<file path="src/rtl/ice51_loader_if.sv">
// Code-memory write port of the ice51 boot loader.
interface ice51_loader_if #(
   parameter int ADDR_W = 9
);
   logic              mem_we;
   logic [ADDR_W-1:0] mem_addr;
   logic [7:0]        mem_data;

   modport master (output mem_we, mem_addr, mem_data);
   modport slave  (input  mem_we, mem_addr, mem_data);
endinterface

</file>
<file path="src/rtl/ice51_loader.sv">
// UART 8N1 boot loader: fills ice51 code memory from address 0, then releases the core.
// Optional trailing checksum byte enabled by ICE51_LOADER_CHECKSUM_EN.
module ice51_loader #(
   parameter int CLKS_PER_BIT = 104,
   parameter int MEM_SIZE     = 512,
   parameter int ADDR_W       = 9
) (
   input  logic           i_clk,
   input  logic           i_nrst,
   input  logic           i_uart_rx,
   ice51_loader_if.master mem,
   output logic           o_core_run,
   output logic           o_err
);
   localparam int CNT_W = $clog2(CLKS_PER_BIT);
   localparam logic [CNT_W-1:0]  CNT_FULL  = CNT_W'(CLKS_PER_BIT - 1);
   localparam logic [CNT_W-1:0]  CNT_HALF  = CNT_W'(CLKS_PER_BIT / 2 - 1);
   localparam logic [ADDR_W-1:0] ADDR_LAST = ADDR_W'(MEM_SIZE - 1);

   localparam logic [2:0] S_IDLE      = 3'd0;
   localparam logic [2:0] S_START     = 3'd1;
   localparam logic [2:0] S_DATA      = 3'd2;
   localparam logic [2:0] S_STOP      = 3'd3;
   localparam logic [2:0] S_WAIT_HIGH = 3'd4;

   logic              rx_s1, rx_s2;
   logic [2:0]        state;
   logic [CNT_W-1:0]  cnt;
   logic [2:0]        bit_idx;
   logic [7:0]        shreg;
   logic              byte_vld;
   logic              mem_we;
   logic [ADDR_W-1:0] mem_addr;
   logic [7:0]        mem_data;
   logic              core_run;

   // Idle-high line: synchroniser resets to 1 so reset release never looks like a start edge.
   always_ff @(posedge i_clk or posedge i_nrst) begin
      if (i_nrst) begin
         rx_s1 <= 1'b1;
         rx_s2 <= 1'b1;
      end else begin
         rx_s1 <= i_uart_rx;
         rx_s2 <= rx_s1;
      end
   end

   assign byte_vld = (state == S_STOP) && (cnt == CNT_FULL) && rx_s2;

   always_ff @(posedge i_clk or posedge i_nrst) begin
      if (i_nrst) begin
         state   <= S_IDLE;
         cnt     <= '0;
         bit_idx <= '0;
         shreg   <= '0;
      end else begin
         case (state)
            S_IDLE: begin
               if (!rx_s2) begin
                  state   <= S_START;
                  cnt     <= '0;
                  bit_idx <= '0;
               end
            end
            S_START: begin
               if (cnt == CNT_HALF) begin
                  cnt   <= '0;
                  state <= rx_s2 ? S_IDLE : S_DATA;
               end else begin
                  cnt <= cnt + 1'b1;
               end
            end
            S_DATA: begin
               if (cnt == CNT_FULL) begin
                  cnt     <= '0;
                  shreg   <= {rx_s2, shreg[7:1]};
                  bit_idx <= bit_idx + 1'b1;
                  if (bit_idx == 3'd7) state <= S_STOP;
               end else begin
                  cnt <= cnt + 1'b1;
               end
            end
            S_STOP: begin
               if (cnt == CNT_FULL) begin
                  cnt   <= '0;
                  state <= rx_s2 ? S_IDLE : S_WAIT_HIGH;
               end else begin
                  cnt <= cnt + 1'b1;
               end
            end
            S_WAIT_HIGH: begin
               if (rx_s2) state <= S_IDLE;
            end
            default: state <= S_IDLE;
         endcase
      end
   end

`ifdef ICE51_LOADER_CHECKSUM_EN
   logic [7:0] sum;
   logic       sum_phase;
   logic       err;

   always_ff @(posedge i_clk or posedge i_nrst) begin
      if (i_nrst) begin
         mem_we    <= 1'b0;
         mem_addr  <= '0;
         mem_data  <= '0;
         core_run  <= 1'b0;
         sum       <= '0;
         sum_phase <= 1'b0;
         err       <= 1'b0;
      end else if (mem_we) begin
         mem_we <= 1'b0;
         if (mem_addr == ADDR_LAST) sum_phase <= 1'b1;
         else                       mem_addr  <= mem_addr + 1'b1;
      end else if (byte_vld && !core_run && !err) begin
         // After the last data byte the next byte is the checksum, never written.
         if (sum_phase) begin
            if (shreg == sum) core_run <= 1'b1;
            else              err      <= 1'b1;
         end else begin
            mem_we   <= 1'b1;
            mem_data <= shreg;
            sum      <= sum + shreg;
         end
      end
   end

   assign o_err = err;
`else
   always_ff @(posedge i_clk or posedge i_nrst) begin
      if (i_nrst) begin
         mem_we   <= 1'b0;
         mem_addr <= '0;
         mem_data <= '0;
         core_run <= 1'b0;
      end else if (mem_we) begin
         // Address saturates on the final byte; run releases as the strobe drops.
         mem_we <= 1'b0;
         if (mem_addr == ADDR_LAST) core_run <= 1'b1;
         else                       mem_addr <= mem_addr + 1'b1;
      end else if (byte_vld && !core_run) begin
         mem_we   <= 1'b1;
         mem_data <= shreg;
      end
   end

   assign o_err = 1'b0;
`endif

   assign mem.mem_we   = mem_we;
   assign mem.mem_addr = mem_addr;
   assign mem.mem_data = mem_data;
   assign o_core_run   = core_run;
endmodule

</file>
<file path="src/flat_wrapper.sv">
// flat-port wrapper written by rule: the top's interface ports become plain ports
module ice51_loader_flat 
#(
   parameter int CLKS_PER_BIT = 104,
   parameter int MEM_SIZE     = 512,
   parameter int ADDR_W       = 9
)
  (i_clk, i_nrst, i_uart_rx, o_core_run, o_err, mem_mem_we, mem_mem_addr, mem_mem_data);
  ice51_loader_if #(.ADDR_W(ADDR_W)) mem_i ();
  input  logic i_clk;
  input  logic i_nrst;
  input  logic i_uart_rx;
  output logic o_core_run;
  output logic o_err;
  output wire logic [$bits(mem_i.mem_we)-1:0] mem_mem_we;
  output wire logic [$bits(mem_i.mem_addr)-1:0] mem_mem_addr;
  output wire logic [$bits(mem_i.mem_data)-1:0] mem_mem_data;
  assign mem_mem_we = mem_i.mem_we;
  assign mem_mem_addr = mem_i.mem_addr;
  assign mem_mem_data = mem_i.mem_data;
  ice51_loader #(.CLKS_PER_BIT(CLKS_PER_BIT), .MEM_SIZE(MEM_SIZE), .ADDR_W(ADDR_W)) u_core (.i_clk(i_clk), .i_nrst(i_nrst), .i_uart_rx(i_uart_rx), .mem(mem_i), .o_core_run(o_core_run), .o_err(o_err));
endmodule
</file>
<file path="config.mk">
export PLATFORM = sky130hd
export DESIGN_NAME = ice51_loader_flat
export DESIGN_NICKNAME = d
export VERILOG_FILES = /design/src/rtl/ice51_loader_if.sv /design/src/rtl/ice51_loader.sv /design/src/flat_wrapper.sv
export SDC_FILE = /design/constraint.sdc
export NUM_CORES = 1
export LEC_CHECK = 0
export CAP_MARGIN = 20
export CORE_MARGIN = 3
export CORE_UTILIZATION = 43
export DETAILED_ROUTE_END_ITERATION = 10
export HOLD_SLACK_MARGIN = 0.05
export RECOVER_POWER = 50
export SYNTH_ARGS = -nofsm -noshare
export SYNTH_HDL_FRONTEND = slang
export SYNTH_SLANG_ARGS = --single-unit
</file>
<file path="constraint.sdc">
create_clock -name i_clk -period 2.4 [get_ports i_clk]
set_clock_uncertainty 0.05 [all_clocks]
set_input_delay 0.6 -clock i_clk [delete_from_list [all_inputs] [get_ports i_clk]]
set_output_delay 0.6 -clock i_clk [all_outputs]
set_load 0.1 [all_outputs]
</file>
==> impl_metrics.toml, run 1 <==
[yosys]
synth_top_area_share_pct = 52.8
synth_top_cell_by_area = "dfrtp_1"
yosysSeqAreaShare_pct = 55.6
yosysUniqueCellTypes = 40
netlist_instances = 158
yosysWarnings = 0
avgSynthCellArea_sq_um = 12.0
synth-seq-cells = 42
synthTopCellsByArea = "dfrtp_1 (53%), mux2_2 (11%), xnor2_1 (4.2%), ha_1 (3.3%), dfstp_2 (2.8%)"
syn_area_sq_um = 1900
synth_nets = 166

[setup_path]
cp_max_fo = 8
start_kind = "flop"
path_class = "reg -> reg"
reg2reg_depth = 6
cp.required_ns = 2.52
path_cells = "ha_1, nand4_1, or4_4, nor4b_4, buf_4, mux2_2"
slowest_delay_ns = 0.53
cp.arrival_ns = 2.31
crit_slowest_cell = "or4_4"
end_kind = "flop"

[finish]
num_antenna_cells = 0
final_nets = 196
syn_to_final_growth_pct = 17.8
regArea_sq_um = 1060
stdcell_area_sq_um = 2230
multi_input_area_sq_um = 790
fillers = 365
drive_gt1_share_pct = 31.7
layout_commonest_cell = "dfrtp_1"
layout_common_cells = "dfrtp_1 (35), buf_4 (22), mux2_2 (18), nor2_1 (10), xnor2_1 (9)"

[sta]
rsz0062_at_grt = "no"
drv_slew = 0
fmax_mhz = 456
maxSlewHeadroom_pct = 33.8
finalSetupViolCount = 0
hold_viol_final = 0
tns_ns = 0
min_period_ns = 2.19
tightestPinTransition_ns = 0.994
post-route-period-util_pct = 91.3

[detailed_routing]
wl_met3_microns = 108
wl_per_cell_microns = 14.0
viasPerCell = 5.27
firstDrtPassIters = 4
drt_iter0_drc = 90
top_layer_used = "met4"
routed_wl_mm = 3.34
wl_met2_mm = 1.59
drc_errors = 0
m1WireLength_mm = 1.61
ant_nets = 0
vias = 1260

[flow_run]
drv_cap = 0

[pwr]
powerDensity_nw_per_um2 = 520
finalPower_mw = 1.16
peakVddDrop_uv = 343
power_leakage_nw = 1.10

[clock_network]
clkLatencyLatePin_ns = 0.29
cts_made_buffers = 5
tritoncts = "done"
clock_tree.root_cell = "clkbuf_8"
cts.reportedPaths.clkPinSlew_ns = 0.07
ctsHoldBuffers = 0
cts_resized = 0
clock_path_buffers = 2
cts.sinks = 42
htree_num_levels = 2
postCtsSetupRepairBufs = 0

[floorplanning]
core-area_sq_um = 4120
die_height_microns = 72.4
start_util_pct = 46.1
fp.dieArea_sq_um = 5240
die_x_microns = 72.4
io_pins = 23
rows = 23

[grt]
grt_pass1_vias = 1259
grt_pass1_wl_mm = 5.78
grt_max_degree = 43
antenna_found_initial = 0
grt_use_total_pct = 14.2
grt_overflow = 0

[placed_design]
gp_routability_congestion = 0.766
placement.io_buffers = 21
dpl.hpwl_mm = 2.40
placed_area_sq_um = 2160

[hold_path]
hp-class = "reg -> reg"
hold_depth = 0

[run_status]
status = "finished, final reports clean"
==> cell families after synthesis <==
group | after synthesis | synth area share (%)
xor+xnor | 12 | 5.55
fa+ha+maj | 5 | 3.30
other cells | 1 | 0.198
buf+inv | 13 | 2.77
simple gates | 45 | 14.3
mux | 20 | 11.7
compound gates | 20 | 6.54
flops | 42 | 55.6
==> through the flow <==
step / hold slack, ns / worst slack [ns] / util, % / instances
after detailed placement: 0.297 / 0.203 / 52.6 / 231
final: 0.307 / 0.208 / 54.2 / 239
after global placement: 0.297 / 0.263 / 52.6 / 231
after global routing: 0.312 / 0.0591 / 54.2 / 239
after floorplan: 0.295 / 0.171 / - / 158
after CTS: 0.309 / 0.199 / 54.6 / 239
==> Yosys cell counts <==
library cell  number
nor3b_1            2
inv_1              6
o31ai_1            1
a22o_1             1
or4_4              1
a22oi_1            1
nand2b_1           2
ha_1               5
xor2_1             3
o221ai_1           1
nor4b_4            1
and3_1             1
mux2i_1            2
mux2_2            18
xnor2_1            9
buf_4              1
nand3_1            3
nand3b_1           1
nor4b_1            1
nor2b_1            1
o21ai_0            4
o31a_1             1
clkbuf_1           6
o22ai_1            1
a211o_1            1
a21o_1             1
nand4b_1           2
nand4_1            4
nor4_1             1
nand2_1            7
nor2_1            10
nor3_1             3
dfrtp_1           40
and3b_1            1
a21oi_1            8
or4_1              1
conb_1             1
dfstp_2            2
or3_1              2
and4_1             1
==> per-layer routing <==
| layer | GRT usage [%] | up-vias |
|---|---|---|
| met4 | 5.12 | 0 |
| met5 | 0 | - |
| met2 | 21.5 | 20 |
| li1 | - | 612 |
| met3 | 4.71 | 4 |
| met1 | 19.1 | 624 |
==> state kept, by name, summed over array words and instances (netlist names), 3 cells and up <==
signal               cells
u_core.mem.mem_data      8
u_core.state             3
u_core.bit_idx           3
u_core.shreg             8
u_core.mem.mem_addr      9
u_core.cnt               7
==> final timing paths <==
| check | from | end | slack, ns |
|---|---|---|---|
| worst max-delay path | u_core.cnt[0]$_DFFE_PP0P_ | u_core.mem.mem_data[6]$_DFFE_PP0P_ | 0.21 |
| worst min-delay path | u_core.rx_s1$_DFF_PP1_ | u_core.rx_s2$_DFF_PP1_ | 0.31 |
| worst max register to register | u_core.cnt[0]$_DFFE_PP0P_ | u_core.mem.mem_data[6]$_DFFE_PP0P_ | 0.21 |
| worst min register to register | u_core.rx_s1$_DFF_PP1_ | u_core.rx_s2$_DFF_PP1_ | 0.31 |
| max in group asynchronous | i_nrst | u_core.mem.mem_addr[5]$_DFFE_PP0P_ | 0.60 |
| min in group asynchronous | i_nrst | u_core.shreg[4]$_DFFE_PP0P_ | 1.02 |
==> cell type report <==
type / count / area share (%)
clock inverter: 1 / 0.336
clock buffer: 7 / 3.42
sequential: 42 / 47.5
tap: 50 / 2.80
timing repair buffer: 30 / 9.59
inverter: 6 / 1.01
multi-input combinational: 103 / 35.4
==> report_power, final <==
group	internal, mW	switching (mW)
clock network	0.206	0.219
logic	0.00359	0.0200
registers	0.710	0.00188
==> worst max-delay path: cells and delay by family, from the launching register on <==
| kind | cells | cell delay, ns |
|---|---|---|
| AND/OR/NAND/NOR | 3 | 0.88 |
| flip-flops | 1 | 0.38 |
| multiplexers | 1 | 0.34 |
| adder cells (fa/ha/maj) | 1 | 0.21 |
| buffers and inverters | 1 | 0.21 |
Note: power is estimated with default switching activity, not from simulation.
==> run 2: changes to the inputs <==
--- a/config.mk
+++ b/config.mk
@@ -7,9 +7,11 @@
 export LEC_CHECK = 0
 export CAP_MARGIN = 20
 export CORE_MARGIN = 3
-export CORE_UTILIZATION = 43
+export CORE_UTILIZATION = 54
+export CTS_CLUSTER_SIZE = 25
 export DETAILED_ROUTE_END_ITERATION = 10
 export HOLD_SLACK_MARGIN = 0.05
+export PLACE_DENSITY = 0.78
 export RECOVER_POWER = 50
 export SYNTH_ARGS = -nofsm -noshare
 export SYNTH_HDL_FRONTEND = slang
==> run 2 against run 1 <==
  * Critical path depth unchanged
  * Setup slack got worse by 0.083 ns
  * Combinational power increased by 3%
  * Wire length increased by 4.5%
  * Global-route usage increased by 5.2 points
  * Sequential cell count unchanged
  * First-iteration DRC count decreased by 16%
  * Final cell count decreased by 2.5%
  * Maximum frequency decreased by 3.6%
  * Sequential power about the same
  * Critical path type unchanged
  * Largest power group unchanged
  * Highest routed layer unchanged
==> impl_metrics.toml, run 2 (same netlist as run 1, synthesis figures left out) <==
[run_status]
status = "finished, final reports clean"

[clock_network]
cts_resized = 0
clock_path_buffers = 2
cts.sinks = 42
clkLatencyLatePin_ns = 0.35
tritoncts = "done"
clock_tree.root_cell = "clkbuf_4"
cts.reportedPaths.clkPinSlew_ns = 0.12
cts_made_buffers = 5
ctsHoldBuffers = 0
postCtsSetupRepairBufs = 0
htree_num_levels = 2

[pwr]
seqPwrFrac_pct = 60.4
power_leakage_nw = 1.10
power_frac_comb_pct = 2.1
peakVddDrop_uv = 367
finalPower_mw = 1.18
powerDensity_nw_per_um2 = 533
clock_power_share_pct = 37.6
power.switching_mw = 0.246
sw_frac_of_total_pct = 20.9
p_int_mw = 0.934

[sta]
maxSlewHeadroom_pct = 45.4
hold_viol_final = 0
whs_ns = 0.316
rsz0062_at_grt = "no"
tightestPinTransition_ns = 0.819
fmax_mhz = 440
post-route-period-util_pct = 94.8
drv_slew = 0
min_period_ns = 2.27
tns_ns = 0
finalSetupViolCount = 0

[finish]
drive_gt1_share_pct = 31.2
stdcell_area_sq_um = 2210
syn_to_final_growth_pct = 16.8
final_nets = 196
largest_reg_flops = 9
regMostFlops = "u_core.mem.mem_addr"
num_antenna_cells = 0
layout_commonest_cell = "dfrtp_1"
top_regs = "u_core.mem.mem_addr: 9 flops, u_core.mem.mem_data: 8 flops, u_core.shreg: 8 flops"
layout_common_cells = "dfrtp_1 (35), buf_4 (21), mux2_2 (18), nor2_1 (10), xnor2_1 (9)"
fin_util_pct = 69.1

[setup_path]
reg2reg_depth = 6
end_kind = "flop"
start_kind = "flop"
crit_start = "u_core.cnt[0]$_DFFE_PP0P_"
cp_max_fo = 8
cp.arrival_ns = 2.48
cp.required_ns = 2.60
path_class = "reg -> reg"
r2r_slack_ns = 0.13
r2r_start = "u_core.cnt[0]$_DFFE_PP0P_"
timing.rr.end = "u_core.mem.mem_data[5]$_DFFE_PP0P_"
crit_path_end = "u_core.mem.mem_data[5]$_DFFE_PP0P_"

[floorplanning]
start_util_pct = 59.2
die_x_microns = 65.2
fp.dieArea_sq_um = 4260
core-area_sq_um = 3200
io_pins = 23
rows = 20
die_height_microns = 65.2

[placed_design]
gp_routability_congestion = 0.877
dpl.hpwl_mm = 2.58
placement.io_buffers = 21
placed_area_sq_um = 2160

[grt]
grt_overflow = 0
antenna_found_initial = 0
grt_pass1_wl_mm = 6.38
grt_use_total_pct = 19.4
grt_pass1_vias = 1384
grt_max_degree = 16

[detailed_routing]
viasPerCell = 5.48
drt_iter0_drc = 76
drc_errors = 0
firstDrtPassIters = 4
vias = 1277
wl_per_cell_microns = 15.0
routed_wl_mm = 3.49
ant_nets = 0

[flow_run]
drv_cap = 0

[hold_path]
hp-class = "reg -> reg"
run 2: cell count changes in the layout (fill, tap and decap cells not counted), sizes merged:
| cell | previous run | this run |
|---|---|---|
| buf | 22 | 21 |
| bufinv | 0 | 1 |
run 2: worst max-delay path, stage by stage, from the launching register on:
cell and delay [ns]:
dfrtp_1 0.41, ha_1 0.21, nand4_1 0.14, or4_1 0.56
nor4b_4 0.24, buf_4 0.22, mux2_2 0.34
run 2: power by group through the flow:
stage / logic [mW] / registers (mW) / clock network (mW)
floorplan: 0.0192 / 0.725 / 0
global placement: 0.0265 / 0.726 / 0
detailed placement: 0.0274 / 0.726 / 0
CTS: 0.0274 / 0.713 / 0.459
global route: 0.0277 / 0.713 / 0.490
finish: 0.0243 / 0.713 / 0.443
run 2: metal layers:
metal	GRT usage [%]	vias up	share of wire [%]
met3	4.44	6	3.5
met1	24.5	626	45
met4	6.22	0	1.2
met2	32.9	27	50
met5	0	-	0
li1	-	618	-
run 2: per-stage QoR:
stage,std cells,setup WS (ns)
CTS,233,0.175
global placement,225,0.273
detailed placement,225,0.205
finish,233,0.125
floorplan,158,0.171
global route,233,0.0336
run 2: worst min path at each step:
stage,startpoint,end,cells after the start
2_1_floorplan,u_core.rx_s1$_DFF_PP1_,u_core.rx_s2$_DFF_PP1_,0
3_3_place_gp,u_core.rx_s1$_DFF_PP1_,u_core.rx_s2$_DFF_PP1_,0
3_5_place_dp,u_core.rx_s1$_DFF_PP1_,u_core.rx_s2$_DFF_PP1_,0
4_1_cts,u_core.rx_s1$_DFF_PP1_,u_core.rx_s2$_DFF_PP1_,0
5_1_grt,u_core.rx_s1$_DFF_PP1_,u_core.rx_s2$_DFF_PP1_,0
6_report,u_core.rx_s1$_DFF_PP1_,u_core.rx_s2$_DFF_PP1_,0
run 2: layout make-up:
cell class	count	area (sq um)
inverter	6	22.5
timing repair buffer	30	213
sequential	42	1060
clock inverter	2	37.5
fill	257	988
clock buffer	6	41.3
multi-input combinational	103	786
tap	44	55.1
==> run 3: changes to the inputs <==
--- a/config.mk
+++ b/config.mk
@@ -5,13 +5,13 @@
 export SDC_FILE = /design/constraint.sdc
 export NUM_CORES = 1
 export LEC_CHECK = 0
-export CAP_MARGIN = 20
+export CAP_MARGIN = 10
 export CORE_MARGIN = 3
 export CORE_UTILIZATION = 54
 export CTS_CLUSTER_SIZE = 25
 export DETAILED_ROUTE_END_ITERATION = 10
 export HOLD_SLACK_MARGIN = 0.05
-export PLACE_DENSITY = 0.78
+export PLACE_DENSITY = 0.83
 export RECOVER_POWER = 50
 export SYNTH_ARGS = -nofsm -noshare
 export SYNTH_HDL_FRONTEND = slang
==> run 3 against run 2 <==
  * Clock power rose by 3%
  * Final cell count decreased by 0.43%
  * Non-clock buffer count is 1 lower
  * Combinational power fell by 2%
  * Critical path depth did not move
  * Setup slack got worse by 0.041 ns
  * Maximum frequency shrank 1.8%
  * Critical path type unchanged
==> impl_metrics.toml, run 3 (same netlist as run 1, synthesis figures left out) <==
[setup_path]
path_class = "reg -> reg"
cp_max_fo = 8
cp_top_family = "simple AND/OR/NAND/NOR gates"
crit_slowest_cell = "or4_1"
end_kind = "flop"
start_kind = "flop"
slowest_delay_ns = 0.57
path_buf_inv = 1
cp.arrival_ns = 2.52
path_cells = "ha_1, nand4_1, or4_1, nor4b_4, buf_4, mux2_2"
cp.required_ns = 2.60

[detailed_routing]
vias = 1311
drt_iter0_drc = 35
firstDrtPassIters = 4
drc_errors = 0
wl_per_cell_microns = 15.6
routed_wl_mm = 3.63
ant_nets = 0
viasPerCell = 5.65

[floorplanning]
die_height_microns = 65.2
fp.dieArea_sq_um = 4260
start_util_pct = 59.2
die_x_microns = 65.2
io_pins = 23
core-area_sq_um = 3200
rows = 20

[clock_network]
clkLatencyLatePin_ns = 0.36
postCtsSetupRepairBufs = 0
clock_tree.root_cell = "clkbuf_4"
clock_path_buffers = 2
tritoncts = "done"
htree_num_levels = 2
cts_resized = 0
ctsHoldBuffers = 0
cts.reportedPaths.clkPinSlew_ns = 0.13
cts.sinks = 42
cts_made_buffers = 5

[finish]
syn_to_final_growth_pct = 16.8
largest_reg_flops = 9
regMostFlops = "u_core.mem.mem_addr"
fin_util_pct = 69.1
num_antenna_cells = 0
stdcell_count = 232
drive_gt1_share_pct = 31.9
top_regs = "u_core.mem.mem_addr: 9 flops, u_core.mem.mem_data: 8 flops, u_core.shreg: 8 flops"
stdcell_area_sq_um = 2210
layout_commonest_cell = "dfrtp_1"
layout_common_cells = "dfrtp_1 (35), buf_4 (22), mux2_2 (18), nor2_1 (10), xnor2_1 (9)"
final_nets = 195

[sta]
min_period_ns = 2.32
tns_ns = 0
setup_slack_ns = 0.0844
post-route-period-util_pct = 96.5
drv_slew = 0
rsz0062_at_grt = "no"
hold_viol_final = 0
maxSlewHeadroom_pct = 33.8
fmax_mhz = 432
tightestPinTransition_ns = 0.993
whs_ns = 0.317
finalSetupViolCount = 0

[placed_design]
dpl.hpwl_mm = 2.61
placement.io_buffers = 21
dp_cells = 224
dp_worst_setup_slack_ns = 0.167
placed_area_sq_um = 2150
gp_routability_congestion = 0.804

[grt]
grt_pass1_wl_mm = 6.33
grt_overflow = 0
antenna_found_initial = 0
grt_pass1_vias = 1402
grt_use_total_pct = 19.6
grt_max_degree = 43

[run_status]
status = "finished, final reports clean"

[pwr]
finalPower_mw = 1.19
peakVddDrop_uv = 487
power_leakage_nw = 1.10
powerDensity_nw_per_um2 = 539

[flow_run]
drv_cap = 0

[hold_path]
hp-class = "reg -> reg"
[run 3: worst paths after layout]
check	startpoint	end	slack, ns	cells past startpoint
setup reg to reg	u_core.cnt[1]$_DFFE_PP0P_	u_core.mem.mem_data[2]$_DFFE_PP0P_	0.08	6
hold / removal	u_core.rx_s1$_DFF_PP1_	u_core.rx_s2$_DFF_PP1_	0.32	0
min in group asynchronous	i_nrst	u_core.shreg[5]$_DFFE_PP0P_	0.92	3
setup / recovery	u_core.cnt[1]$_DFFE_PP0P_	u_core.mem.mem_data[2]$_DFFE_PP0P_	0.08	6
max in group asynchronous	i_nrst	u_core.mem.mem_addr[3]$_DFFE_PP0P_	0.70	3
hold reg to reg	u_core.rx_s1$_DFF_PP1_	u_core.rx_s2$_DFF_PP1_	0.32	0
[run 3: metal layers]
metal	global-route usage [%]	vias to the layer above	part of all wire, %
li1	-	618	-
met2	32.1	45	48
met4	8.29	0	2.7
met3	6.67	13	5.5
met1	23.6	635	43
met5	0	-	0
[run 3: layout make-up]
cell class | instances | area (sq um)
Clock buffer | 5 | 37.5
Clock inverter | 3 | 43.8
Fill cell | 250 | 990
Inverter | 6 | 22.5
Multi-Input combinational cell | 103 | 786
Sequential cell | 42 | 1060
Tap cell | 44 | 55.1
Timing Repair Buffer | 29 | 209
[run 3: power by group]
group | total [mW] | switching [mW] | internal (mW) | leakage (nW)
Clock | 0.457 | 0.236 | 0.221 | 0.0456
Combinational | 0.0237 | 0.0201 | 0.00360 | 0.502
Sequential | 0.712 | 0.00173 | 0.711 | 0.557
Total | 1.19 | 0.258 | 0.935 | 1.10
